[src/rtl/mux_pipe.sv]
// N:1 data selector followed by DEPTH register stages with stall/flush, valid and
// select-error tracking, and a saturating count of valid illegal selects.
module mux_pipe #(
    parameter int unsigned WIDTH  = 32,
    parameter int unsigned NUM_IN = 3,
    parameter int unsigned SEL_W  = 2,
    parameter int unsigned DEPTH  = 1,
    parameter int unsigned CNT_W  = 8
) (
    input  logic                    clk,
    input  logic                    reset,
    input  logic                    stall,
    input  logic                    flush,
    input  logic                    in_valid,
    input  logic [SEL_W-1:0]        sel,
    input  logic [NUM_IN*WIDTH-1:0] din,
    output logic [WIDTH-1:0]        dout,
    output logic                    out_valid,
    output logic                    sel_err,
    output logic [CNT_W-1:0]        err_count
);

    if (NUM_IN < 2 || NUM_IN > 16 || DEPTH < 1 || DEPTH > 4 || SEL_W < $clog2(NUM_IN))
    begin : g_param_check
        $error("mux_pipe: illegal parameters (NUM_IN 2..16, 2**SEL_W >= NUM_IN, DEPTH 1..4)");
    end

    logic [WIDTH-1:0] mux_data;
    logic             mux_legal;

    logic [WIDTH-1:0] data_q [DEPTH];
    logic [WIDTH-1:0] data_d [DEPTH];
    logic [DEPTH-1:0] valid_q, valid_d;
    logic [DEPTH-1:0] err_q, err_d;
    logic [CNT_W-1:0] err_count_q, err_count_d;

    // Illegal selects yield zero data rather than holding the previous value.
    always_comb begin
        mux_data  = '0;
        mux_legal = 1'b0;
        for (int k = 0; k < int'(NUM_IN); k++) begin
            if (sel == SEL_W'(k)) begin
                mux_data  = din[k*WIDTH +: WIDTH];
                mux_legal = 1'b1;
            end
        end
    end

    always_comb begin
        data_d      = data_q;
        valid_d     = valid_q;
        err_d       = err_q;
        err_count_d = err_count_q;
        if (flush) begin
            for (int i = 0; i < int'(DEPTH); i++) begin
                data_d[i] = '0;
            end
            valid_d = '0;
            err_d   = '0;
        end else if (!stall) begin
            data_d[0]  = mux_data;
            valid_d[0] = in_valid;
            err_d[0]   = ~mux_legal;
            for (int i = 1; i < int'(DEPTH); i++) begin
                data_d[i]  = data_q[i-1];
                valid_d[i] = valid_q[i-1];
                err_d[i]   = err_q[i-1];
            end
            if (in_valid && !mux_legal && err_count_q != {CNT_W{1'b1}}) begin
                err_count_d = err_count_q + CNT_W'(1);
            end
        end
    end

    always_ff @(posedge clk) begin
        if (reset) begin
            for (int i = 0; i < int'(DEPTH); i++) begin
                data_q[i] <= '0;
            end
            valid_q     <= '0;
            err_q       <= '0;
            err_count_q <= '0;
        end else begin
            data_q      <= data_d;
            valid_q     <= valid_d;
            err_q       <= err_d;
            err_count_q <= err_count_d;
        end
    end

    assign dout      = data_q[DEPTH-1];
    assign out_valid = valid_q[DEPTH-1];
    assign sel_err   = err_q[DEPTH-1];
    assign err_count = err_count_q;

endmodule
[config.mk]
export PLATFORM = sky130hd
export DESIGN_NAME = mux_pipe
export DESIGN_NICKNAME = d
export VERILOG_FILES = /design/src/rtl/mux_pipe.sv
export SDC_FILE = /design/constraint.sdc
export NUM_CORES = 1
export LEC_CHECK = 0
export BUFFER_PORTS_ARGS = -buffer_cell sky130_fd_sc_hd__buf_2
export CORE_MARGIN = 2
export CORE_UTILIZATION = 40
export CTS_BUF_LIST = sky130_fd_sc_hd__clkbuf_4 sky130_fd_sc_hd__clkbuf_8
export DETAILED_ROUTE_END_ITERATION = 12
export PLACE_DENSITY = 0.77
export SLEW_MARGIN = 10
export SYNTH_ARGS = -nofsm -noshare
export SYNTH_HDL_FRONTEND = slang
export SYNTH_SLANG_ARGS = --single-unit
[constraint.sdc]
create_clock -name clk -period 1.2 [get_ports clk]
set_input_delay 0.12 -clock clk [delete_from_list [all_inputs] [get_ports clk]]
set_output_delay 0.12 -clock clk [all_outputs]
set_load 0.01 [all_outputs]
==> Word-level counts from Yosys, hierarchy flattened <==
Index checks and enable logic that the tools add are counted.
{ "classes": {"addsub": 1, "n_eq_ne": 3, "n_mux": 6, "reduce_logical": 6, "bitwise_logic": 3} }
{ "ops": {"columns": ["op", "count"], "rows": [
  ["32-bit two-way mux", 3],
  ["8-bit by 1-bit adder with 8-bit output, second input constant", 1],
  ["8-bit != test, second input constant", 1],
  ["1-bit two-way mux", 3],
  ["1-bit inverter", 3],
  ["3-bit AND reduction", 1],
  ["2-bit by 1-bit == test with 1-bit output, second input constant", 1],
  ["2-bit == test, second input constant", 1],
  ["1-bit logical AND", 2],
  ["2-bit logical NOT", 1],
  ["2-bit OR reduction", 1],
  ["1-bit logical NOT", 1]
]} }
{ "word_totals": {"in_bits": 103, "out_inout_bits": 42, "elab_cells": 23, "ff_bits": 42} }

==> Depth between registers and ports, before layout <==
{ "logic_depth": {"word_depth": 8, "ltp_mapped": 6, "ltp_nobuf": 4} }

==> Worst setup path after synthesis <==
Ideal clock, no wire load.
{ "synth_path": {"path_kind": "register to register", "start": "register err_count_q[3] (netlist: err_count[3])", "end": "register err_count_q[7] (netlist: err_count[7])", "period_less_slack_ps": 1324, "stages_incl_launch_ff": 5, "setup_slack_ps": -124, "setup_time_ps": 130, "required_time_ps": 1070, "arrival_ps": 1195, "path_buffers": 0, "path_cell_list": "dfxtp_1 nand3_1 nor4_4 and4bb_2 nor3_1"} }
{ "synth_via": {"elab_chain_cells": 3, "elab_cells_between_ends": 4, "cone_classes": "add/sub (1); eq/ne (1); reduce/logical (2)"} }
{ "synth_rtl": {"columns": ["item", "line", "source"], "rows": [
  ["from (decl)", "35", "logic [CNT_W-1:0] err_count_q, err_count_d;"],
  ["from (signal assigned)", "87", "err_count_q <= err_count_d;"],
  ["parallel branches: the longest is 3 deep, another holds 8-bit by 1-bit adder with 8-bit output", null, null]
]} }
Parallel ways; which one is timed is not known.
A chain may end at the register's enable or synchronous reset.

==> Final worst setup path <==
{ "layout_path": {"start": "register err_count_q[0] (netlist: err_count[0])", "end": "register err_count_q[6] (netlist: err_count[6])"} }
Same word-level chain as after synthesis.

==> run metrics <==
setup violators final 1; synthesized area per cell 8.52 um^2; drt pass-1 iters 4; Cell Pwr Density 894 nW/um^2; total track usage 0.200; routed vias/inst 5.06; final count of hold timing violations 0; cells on worst reg2reg path 4; Initial DRC Count 74; #FFs+latches synth 42; Synth Cell Area 2330 um^2; HP Class in2reg; clk sinks 42; Worst VDD drop 0.436 mV; io pins 145; static leakage 1.68 nW; max-slew headroom at the worst pin 0.628; Slowest-stage cell, CP dfxtp_4; share of layout cells above drive strength 1 0.465; nets 527; WL per Instance 13.1 um; # DRC 0; Setup Crit Path Kind reg2reg; post-synthesis cell type count 29; Slew Limit Fails 0; Max FO, Critical Path 5; Die Y 80.3 um; Hold Path End out_valid$_SDFFE_PP0N_; Post-DP Area 3230 um^2; core area 5570 um^2; CP Capture Type flip-flop; worst skew pair latency 0.29 ns; Post-Syn Instances 273; Antenna Cells 0; Worst setup SP type flip-flop; H-Tree Depth 2; Worst Clk Skew 0.00198 ns; CP required 1.40 ns; Tightest Pin Transition 0.558 ns; root buffer cell clkbuf_8; clock transition at the registers of the reported paths 0.08 ns; Die Span X 80.3 um; Starting Density 0.417; CTS Buffer Depth 2; antenna viol nets, final 0; first-pass GRT wire length 10200 um; row cnt 27; number of port buffers 144; CTS tree done; initial antenna violation count 0; Hold Path Depth 3; WP data arrival 1.40 ns; Syn Nets 377; RR Startpoint err_count[0]$_SDFFE_PP0P_; Layout area overhead 45.8%; critical path's largest stage delay 0.38 ns; fin crit share 1.00; Worst Min Path Start in_valid; Routed Wire Length 6480 um; via count 2508; failing checks negative setup slack; CP Cell Sequence ha_4 -> nor3b_4 -> nand3_1 -> a221oi_2; fin worst setup slack -0.00346 ns; sequential area share after synthesis 0.361; post-DP HPWL 4920 um; worst reg-to-reg setup slack -0.003 ns; largest net degree at the start of global routing 68; TritonCTS buffer count 5; Finished Cell Area 3390 um^2; Tmin final 1.20 ns; RSZ-0062 raised after global routing yes; fmax 0.831 GHz; Congestion Overflow GR 0; vias in the first global route 2355; max-cap violations 0; Die ar. 6440 um^2; Routability Congestion 0.773; Yosys warning count 0; most frequent cells in the layout buf_2, nor2_1, nor3_1; reg2reg end err_count[6]$_SDFFE_PP0P_; leading cell type in the layout, fill and taps excluded buf_2; status finished with violations; Layout Utilization 0.609
[registers in the layout, summed over array words and instances, names as in the netlist]
name	count
err_count	8
out_valid	1
sel_err	1
dout	32
[worst max path at each step]
stage,startpoint,to,slack [ns],cells after the start
final,err_count[0]$_SDFFE_PP0P_,err_count[6]$_SDFFE_PP0P_,-0.003,4
after CTS,err_count[0]$_SDFFE_PP0P_,err_count[6]$_SDFFE_PP0P_,-0.01,4
after global placement,sel[0],dout[20]$_SDFFE_PP0N_,-0.008,6
after global routing,err_count[0]$_SDFFE_PP0P_,err_count[6]$_SDFFE_PP0P_,-0.08,4
after detailed placement,sel[0],err_count[5]$_SDFFE_PP0P_,-0.1,5
after floorplan,err_count[5]$_SDFFE_PP0P_,err_count[0]$_SDFFE_PP0P_,-0.01,4
[what timing repair did]
item,CTS,global route
buffers inserted,1,3
pin swaps,6,5
setup endpoints to repair,6,7
gates resized for setup,5,3
hold buffers,0,0
[layout make-up]
class                   instances  area, um^2
clock inverters                 1        5.00
inverters                       1        3.75
flip-flops and latches         42         868
well taps                      72        90.1
fillers                       493        2180
clock buffers                   7        90.1
multi-input cells             206        1420
repair buffers                167         918
[stage by stage]
| stage | total power (W) | worst slack, ns | TNS (ns) | hold WS [ns] | cells |
|---|---|---|---|---|---|
| 2_1_floorplan | 0.00185 | -0.0149 | -0.0149 | 0.264 | 273 |
| 3_3_place_gp | 0.00212 | -0.00813 | -0.0104 | 0.412 | 484 |
| 3_5_place_dp | 0.00213 | -0.0968 | -0.938 | 0.423 | 484 |
| 4_1_cts | 0.00307 | -0.0101 | -0.0206 | 0.120 | 493 |
| 5_1_grt | 0.00322 | -0.0808 | -0.337 | 0.156 | 496 |
| 6_report | 0.00303 | -0.00346 | -0.00346 | 0.128 | 496 |
[synth_stat cells]
cell,instances,area [um^2]
and3_1,3,18.8
a31oi_1,3,18.8
o21bai_1,1,7.51
clkbuf_1,13,48.8
a311oi_1,1,8.76
nor2b_1,34,213
o21a_1,1,7.51
nand4b_4,1,23.8
mux2i_1,34,340
nand3_1,5,25.0
a21oi_1,1,5.00
nand2_1,4,15.0
inv_1,1,3.75
buf_4,4,30.0
nor4b_1,1,8.76
or2_2,1,6.26
buf_1,1,3.75
nor3_1,35,175
nor3b_4,1,18.8
buf_2,6,30.0
ha_1,1,12.5
dfxtp_1,42,841
a211oi_1,33,248
nor2_1,40,150
a221oi_1,1,8.76
mux2_2,1,11.3
nor4_4,1,21.3
nand2b_1,2,12.5
and4bb_2,1,12.5
[report_power, final]
| group | internal (W) | switching (W) | total (W) | leakage (nW) |
|---|---|---|---|---|
| Clock | 0.000487 | 0.000459 | 0.000946 | 0.0517 |
| Combinational | 0.000327 | 0.000311 | 0.000638 | 1.28 |
| Sequential | 0.00143 | 0.0000237 | 0.00145 | 0.348 |
| Total | 0.00224 | 0.000794 | 0.00303 | 1.68 |
[per-layer routing]
layer / vias up / global-route usage / routed length, um
li1: 1273 / - / -
met1: 1127 / 0.225 / 2660
met2: 98 / 0.360 / 3230
met3: 10 / 0.0528 / 450
met4: 0 / 0.0729 / 129
met5: - / 0 / 0
[worst max-delay path: cells and delay by family, from the launching register on]
family / cells / cell delay [ns]
AOI/OAI and AO/OA: 1 / 0.22
and+or+nand+nor: 2 / 0.36
DFF: 1 / 0.38
adders and majority gates: 1 / 0.15
[cell families (layout without fill, tap and decap cells)]
logic type      Yosys count  in the layout  synth area share
compound gates           41             41             0.131
mux                      35             35             0.151
flops                    42             42             0.361
simple gates            129            129             0.301
buf+inv                  25            176            0.0500
fa+ha+maj                 1              1           0.00538
(Power assumes the default switching activity.)
